**config.mk**
```make
export PLATFORM = sky130hd
export DESIGN_NAME = uart_fifo_tx
export DESIGN_NICKNAME = d
export VERILOG_FILES = /design/src/rtl/uart_pkg.sv /design/src/rtl/uart_baud_tick.sv /design/src/rtl/uart_fifo_tx.sv
export SDC_FILE = /design/constraint.sdc
export NUM_CORES = 1
export LEC_CHECK = 0
export ABC_AREA = 1
export BUFFER_PORTS_ARGS = -buffer_cell sky130_fd_sc_hd__buf_2
export CORE_UTILIZATION = 47
export DETAILED_ROUTE_END_ITERATION = 12
export PLACE_DENSITY_LB_ADDON = 0.08
export SLEW_MARGIN = 20
export SYNTH_ARGS = -nofsm -noshare
export SYNTH_HDL_FRONTEND = slang
export SYNTH_SLANG_ARGS = --single-unit
```
**constraint.sdc**
```tcl
create_clock -name clk -period 2.7 [get_ports clk]
set_clock_uncertainty 0.05 [all_clocks]
set_input_delay 0.405 -clock clk [delete_from_list [all_inputs] [get_ports clk]]
set_output_delay 0.405 -clock clk [all_outputs]
set_load 0.05 [all_outputs]
```
**src/rtl/uart_pkg.sv**
```systemverilog
// Shared types and default parameters for the UART transmit path.
package uart_pkg;

   typedef enum logic [1:0] {
      ST_IDLE  = 2'd0,
      ST_START = 2'd1,
      ST_DATA  = 2'd2,
      ST_STOP  = 2'd3
   } tx_state_t;

   localparam int unsigned DEFAULT_DATA_WIDTH   = 8;
   localparam int unsigned DEFAULT_CLKS_PER_BIT = 868;

endpackage

```
**src/rtl/uart_baud_tick.sv**
```systemverilog
// Bit-period timer: counts 0..CLKS_PER_BIT-1 while enabled and pulses on the last count.
module uart_baud_tick
   import uart_pkg::*;
#(
   parameter int unsigned CLKS_PER_BIT = DEFAULT_CLKS_PER_BIT
) (
   input  logic clk,
   input  logic rst_n,
   input  logic i_en,
   input  logic i_restart,
   output logic o_tick
);

   localparam int unsigned CNT_W = (CLKS_PER_BIT > 1) ? $clog2(CLKS_PER_BIT) : 1;
   localparam logic [CNT_W-1:0] LAST_CNT = CNT_W'(CLKS_PER_BIT - 1);

   logic [CNT_W-1:0] r_count;

   assign o_tick = i_en && (r_count == LAST_CNT);

   // Cleared at every bit boundary so the counter never wraps on its own.
   always_ff @(posedge clk) begin
      if (!rst_n || i_restart || !i_en || o_tick) begin
         r_count <= '0;
      end else begin
         r_count <= r_count + CNT_W'(1);
      end
   end

endmodule

```
**src/rtl/uart_fifo_tx.sv**
```systemverilog
// UART transmitter fed from a first-word-fall-through FIFO; frames are sent back to back.
module uart_fifo_tx
   import uart_pkg::*;
#(
   parameter int unsigned DATA_WIDTH   = DEFAULT_DATA_WIDTH,
   parameter int unsigned CLKS_PER_BIT = DEFAULT_CLKS_PER_BIT
) (
   input  logic                  clk,
   input  logic                  rst_n,
   input  logic                  fifo_empty_i,
   output logic                  fifo_rden_o,
   input  logic [DATA_WIDTH-1:0] fifo_rdata_i,
   output logic                  tx_o,
   output logic                  busy_o,
   output logic                  done_o
);

   localparam int unsigned IDX_W = $clog2(DATA_WIDTH + 1);
   localparam logic [IDX_W-1:0] LAST_IDX = IDX_W'(DATA_WIDTH - 1);

   tx_state_t             r_state;
   tx_state_t             w_state_nxt;
   logic [DATA_WIDTH-1:0] r_shift;
   logic [IDX_W-1:0]      r_bit_idx;
   logic                  r_tx;
   logic                  w_tick;
   logic                  w_pop;

   uart_baud_tick #(
      .CLKS_PER_BIT(CLKS_PER_BIT)
   ) u_baud (
      .clk      (clk),
      .rst_n    (rst_n),
      .i_en     (r_state != ST_IDLE),
      .i_restart(w_pop),
      .o_tick   (w_tick)
   );

   always_ff @(posedge clk) begin
      if (!rst_n) begin
         r_state <= ST_IDLE;
      end else begin
         r_state <= w_state_nxt;
      end
   end

   always_comb begin
      w_state_nxt = r_state;
      w_pop       = 1'b0;
      case (r_state)
         ST_IDLE: begin
            if (!fifo_empty_i) begin
               w_pop       = 1'b1;
               w_state_nxt = ST_START;
            end
         end
         ST_START: begin
            if (w_tick) w_state_nxt = ST_DATA;
         end
         ST_DATA: begin
            if (w_tick && (r_bit_idx == LAST_IDX)) w_state_nxt = ST_STOP;
         end
         ST_STOP: begin
            if (w_tick) begin
               if (!fifo_empty_i) begin
                  w_pop       = 1'b1;
                  w_state_nxt = ST_START;
               end else begin
                  w_state_nxt = ST_IDLE;
               end
            end
         end
         default: w_state_nxt = ST_IDLE;
      endcase
      // No pop may be issued while reset is held; the byte would be lost.
      if (!rst_n) w_pop = 1'b0;
   end

   always_ff @(posedge clk) begin
      if (!rst_n) begin
         r_shift   <= '0;
         r_bit_idx <= '0;
         r_tx      <= 1'b1;
      end else if (w_pop) begin
         r_shift   <= fifo_rdata_i;
         r_bit_idx <= '0;
         r_tx      <= 1'b0;
      end else if (w_tick) begin
         case (r_state)
            ST_START: begin
               r_tx      <= r_shift[0];
               r_shift   <= r_shift >> 1;
               r_bit_idx <= '0;
            end
            ST_DATA: begin
               if (r_bit_idx == LAST_IDX) begin
                  r_tx <= 1'b1;
               end else begin
                  r_tx      <= r_shift[0];
                  r_shift   <= r_shift >> 1;
                  r_bit_idx <= r_bit_idx + IDX_W'(1);
               end
            end
            default: r_tx <= 1'b1;
         endcase
      end
   end

   assign tx_o        = r_tx;
   assign busy_o      = (r_state != ST_IDLE);
   assign done_o      = (r_state == ST_STOP) && w_tick;
   assign fifo_rden_o = w_pop;

   always_ff @(posedge clk) begin
      if (rst_n && fifo_rden_o) begin
         assert (!fifo_empty_i) else $error("uart_fifo_tx: pop issued while FIFO empty");
      end
   end

   if (CLKS_PER_BIT < 2) begin : g_bad_cfg
      $error("uart_fifo_tx: CLKS_PER_BIT must be at least 2");
   end

endmodule

```
# Word level (Yosys, flattened, before mapping)
# Index checks and enable logic that the tools add are counted.
dict set report word_totals {
  output_inout_bits 4
  input_bits 11
  wordCells 56
  reg_bits 25
}
dict set report op_classes {
  n_mux 20
  n_eq_ne 11
  n_bitwise 1
  reduce_logical 17
  n_addsub 2
}
# operator count
set ops {}
lappend ops {{$mux W8} 3}
lappend ops {{$pmux W8 S2} 1}
lappend ops {{$add A10 B1 Y10 const B} 1}
lappend ops {{$eq A10 B10 Y1 const B} 1}
lappend ops {{$mux W2} 4}
lappend ops {{$pmux W2 S4} 1}
lappend ops {{$pmux W4 S2} 1}
lappend ops {{$mux W1} 7}
lappend ops {{$ne A2 B2 Y1 const B} 3}
lappend ops {{$reduce_and A3 Y1} 2}
lappend ops {{$reduce_bool A2 Y1} 3}
lappend ops {{$add A4 B1 Y4 const B} 1}
lappend ops {{$eq A2 B2 Y1 const B} 2}
lappend ops {{$eq A4 B3 Y1 const B} 1}
lappend ops {{$mux W4} 1}
lappend ops {{$ne A2 B1 Y1 const B} 2}
lappend ops {{$pmux W1 S2} 2}
lappend ops {{$reduce_and A4 Y1} 1}
lappend ops {{$logic_and A1 B1 Y1} 3}
lappend ops {{$logic_or A1 B1 Y1} 3}
lappend ops {{$ne A3 B2 Y1 const B} 1}
lappend ops {{$reduce_bool A3 Y1} 1}
lappend ops {{$eq A2 B1 Y1 const B} 1}
lappend ops {{$logic_not A1 Y1} 2}
lappend ops {{other kinds (3)} 3}

# Depth between registers and ports, before layout
dict set report logic_depth {
  ltp_word 8
  ltp_mapped 13
  mapped_depth_nobuf 13
}

# Hierarchy
# Synthesis repeated with hierarchy kept, for this count alone.
dict set report unflattened {
  cells_unflattened 207
  hier_area_um2 1407.6
}
# mod seq_area_each_um2 area_each_um2 cells_per_inst n_inst
set by_module_without_submodules {}
lappend by_module_without_submodules {uart_fifo_tx 300.3 927.1 140 1}
lappend by_module_without_submodules {uart_baud_tick 200.2 480.5 67 1}

# Least setup slack after synthesis
# Ideal clock, no wire load.
dict set report synth_path {
  path_type {register to output}
  from {reg r_state[0]}
  to {out done_o}
  t_arrival_ps 1953
  stages_incl_launch_ff 6
  t_required_ps 2245
  n_path_buf 0
  setup_slack_ps 292
  cell_sequence {dfxtp_1 -> inv_1 -> ha_1 -> nor2_2 -> nand2_2 -> nor3_1}
}
dict set report synth_via {
  elab_chain_len 3
  elab_cells_between_ends 4
  classes_between {eq/ne (1); reduce/logical (3)}
}
# element line
set synth_rtl {}
lappend synth_rtl {{start, declared} uart_fifo_tx.sv:21} ;# tx_state_t r_state;
lappend synth_rtl {{start signal, assigned} uart_fifo_tx.sv:43} ;# r_state <= w_state_nxt;
lappend synth_rtl {{$reduce_bool A2 Y1} uart_fifo_tx.sv:34} ;# .i_en (r_state != ST_IDLE),
lappend synth_rtl {{$logic_and A1 B1 Y1} uart_baud_tick.sv:19} ;# assign o_tick = i_en && (r_count == LAST_CNT);
lappend synth_rtl {{$logic_and A1 B1 Y1 *} uart_fifo_tx.sv:111} ;# assign done_o = (r_state == ST_STOP) && w_tick;
lappend synth_rtl {{end, declared} uart_fifo_tx.sv:15} ;# output logic done_o
# Mark *: on every way between the ends. The rest lies on a longest branch, timed or not.

# Worst setup path after layout
dict set report layout_path {
  from {reg r_state[1]}
  to {out fifo_rden_o}
}
dict set report layout_via {
  elab_chain_len 5
  elab_cells_between_ends 7
  classes_between {eq/ne (1); mux (3); reduce/logical (3)}
}
# element line
set layout_rtl {}
lappend layout_rtl {{$reduce_bool A2 Y1} uart_fifo_tx.sv:34}
lappend layout_rtl {{$logic_and A1 B1 Y1} uart_baud_tick.sv:19}
lappend layout_rtl {{$mux W1} uart_fifo_tx.sv:64} ;# if (w_tick) begin
lappend layout_rtl {{$pmux W1 S2 *} uart_fifo_tx.sv:50} ;# case (r_state)
lappend layout_rtl {{$mux W1 *} uart_fifo_tx.sv:76} ;# if (!rst_n) w_pop = 1'b0;
lappend layout_rtl {{end, declared} uart_fifo_tx.sv:11} ;# output logic fifo_rden_o,
# Marked as above.

==> flow_summary.yaml <==
logic_synthesis:
  synth_edf_count: 0
  synth_nets: 210
  ys_seq_area_share_pct: 35.7
  syn_area_per_cell_um2: 7.31
  async_flop_share_pct: 0
  dominantRegCellSynth: "dfxtp_1"
  yosysUniqueCellTypes: 24
  synthesis.instances: 192
  synth-seq-cells: 25
  synth_area_um2: 1400
  synth_warnings: 0
worst_setup_path:
  end_kind: "primary output"
  worstPathArrival_ns: 2.09
  startpoint_type: "flop"
  critPathSlowestCell: "dfxtp_1"
  path_cells: "inv_1, ha_1, nor2_1, nand2_2, nor2_4, buf_4"
  required_ns: 2.25
  worst-setup-path-type: "reg -> out"
  crit_fanout: 7
  max_stage_delay_ns: 0.43
route:
  drtAntennaViolNets: 0
  dr.pass1.iters: 4
  vias: 1193
  wl_mm: 2.70
  via_per_inst: 4.99
  drcViolationCount: 0
  route.detailed.wl_per_inst_um: 11.3
  drtIter0Drc: 24
sta:
  slew_violations: 0
  fin_setup_tns_ns: 0
  fin_crit_sh_pct: 94.4
  rsz0062_at_grt: "no"
  min_period_ns: 2.55
  maxSlewHeadroom_pct: 72.6
  timing.final.hold_violations: 0
  fmax_mhz: 392
  max_slew.worst_pin.slew_ns: 0.410
  finalSetupViolCount: 0
  fin_ws_ns: 0.150
layout:
  nFillCells: 290
  final_cell_area_um2: 1520
  diodes: 0
  final_common_cell: "nand2_1"
  layout.nets: 227
  final_cell_mix: "nand2_1 (40), inv_1 (26), dfxtp_1 (24), nand3_1 (22), nor2_1 (20)"
  drive_gt1_share_pct: 18.8
  area_growth_pct: 8.38
  utilization_pct: 54.7
clocking:
  htreeDepth: 1
  clkTransAtPathRegs_ns: 0.14
  cts_tree: "done"
  cts_made_buffers: 3
  cts-root-buf: "clkbuf_4"
  cts.sink_count: 25
  hold_buffers: 0
  clock_latency_ns: 0.31
  cts_buffer_depth: 2
min_path:
  min_path_type: "in -> reg"
place:
  port_buffers: 14
  dpl_cell_area_um2: 1490
  dp_hpwl_mm: 2.15
  dpl_worst_slack_ns: 0.430
  finalWeightedCongestion: 0.772
grt:
  grtUsageTotal_pct: 18.4
  grt_antenna_before_repair: 0
  grt_pass1_vias: 1152
  busiest_layer: "met2"
  use_met1_pct: 24.0
  grt_max_degree: 15
  grt.overflow.total: 0
  grt_pass1_wl_mm: 4.77
  grt_use_met3_pct: 2.30
  met2_usage_pct: 32.3
flow_run:
  maxCapViolations: 0
power:
  vdd_drop_max_uv: 400
  p_leak_nw: 0.631
  power_density_nw_per_um2: 710
die:
  die_area_um2: 3210
  dieWidth_um: 56.7
  coreArea_um2: 2780
  dieHeight_um: 56.7
  initial_core_util_pct: 50.5
  io_pins: 15
  rows: 19
outcome:
  status: "completed"
-- per-stage QoR --
stage / total power [mW] / std cells / hold slack (ns)
floorplan: 0.838 / 192 / 0.368
global placement: 0.908 / 235 / 0.376
detailed placement: 0.924 / 235 / 0.399
CTS: 1.09 / 239 / 0.217
global route: 1.16 / 239 / 0.237
finish: 1.08 / 239 / 0.236
-- path summary, 6_finish.rpt --
kind,slack [ns],cells past startpoint,start,end
setup / recovery,0.15,6,r_state[1],fifo_rden_o
hold / removal,0.24,3,fifo_rdata_i[7],r_shift[7]
setup reg to reg,0.72,11,r_state[1],r_shift[0]
hold reg to reg,0.41,1,u_baud.r_count[0],u_baud.r_count[0]
-- per-layer routing --
metal  part of all wire (%)  wire length (um)
met1                     49              1330
met2                     48              1280
met3                    2.5                67
met4                   0.56                15
met5                      0                 0
-- logic make-up after synthesis --
kind of cell | share of synthesized area, %
AOI/OAI and AO/OA | 7.22
xor gates and xnor gates | 4.99
adders and majority gates | 6.24
buffers and inverters | 9.09
DFF | 35.7
and+or+nand+nor | 36.8
-- area by class of cell --
class	instances	area [um2]	area share, %
Tap cell	31	38.8	2.55
Inverter	28	105	6.91
Sequential cell	25	502	33.0
Timing Repair Buffer	14	72.6	4.77
Clock inverter	1	5.00	0.329
Multi-Input combinational cell	137	776	51.0
Clock buffer	3	22.5	1.48
-- power by group --
part,switching [mW],internal [mW],leakage (nW)
clock network,0.109,0.0553,0.0177
logic,0.324,0.140,0.410
registers,0.0341,0.418,0.203
total,0.467,0.614,0.631
-- worst max-delay path: cells and delay by family, from the launching register on --
family / cells / cell delay (ns)
adder cells (fa/ha/maj): 1 / 0.32
AND/OR/NAND/NOR: 3 / 0.70
flip-flops: 1 / 0.43
buffers and inverters: 2 / 0.33
-- registers in the layout, indices dropped and copies added, names as in the netlist --
name and cells:
tx_o 1, r_bit_idx 4, u_baud.r_count 10, r_shift 8, r_state 2
-- cell usage after synthesis (2+ instances only) --
cell,n,area share (%)
nand4_1,2,0.89
ha_1,7,6.2
nor2_2,4,1.8
inv_1,26,7.0
inv_2,2,0.53
xnor2_1,4,2.5
nand3_2,2,1.4
nor3_1,2,0.71
nand3_1,22,7.8
nor2_4,2,1.6
xor2_1,4,2.5
o211ai_1,2,1.1
nand2_1,40,11
a21oi_1,11,3.9
nand2_2,6,2.7
dfxtp_1,25,36
o21ai_0,3,1.1
nand3_4,2,2.5
buf_6,2,1.6
nor2_1,20,5.3
-- repair_timing --
| action | CTS | global route |
|---|---|---|
| buffers inserted | 0 | 0 |
| setup endpoints to repair | 0 | 1 |
| gates resized for setup | 0 | 3 |
(Power assumes the default switching activity.)
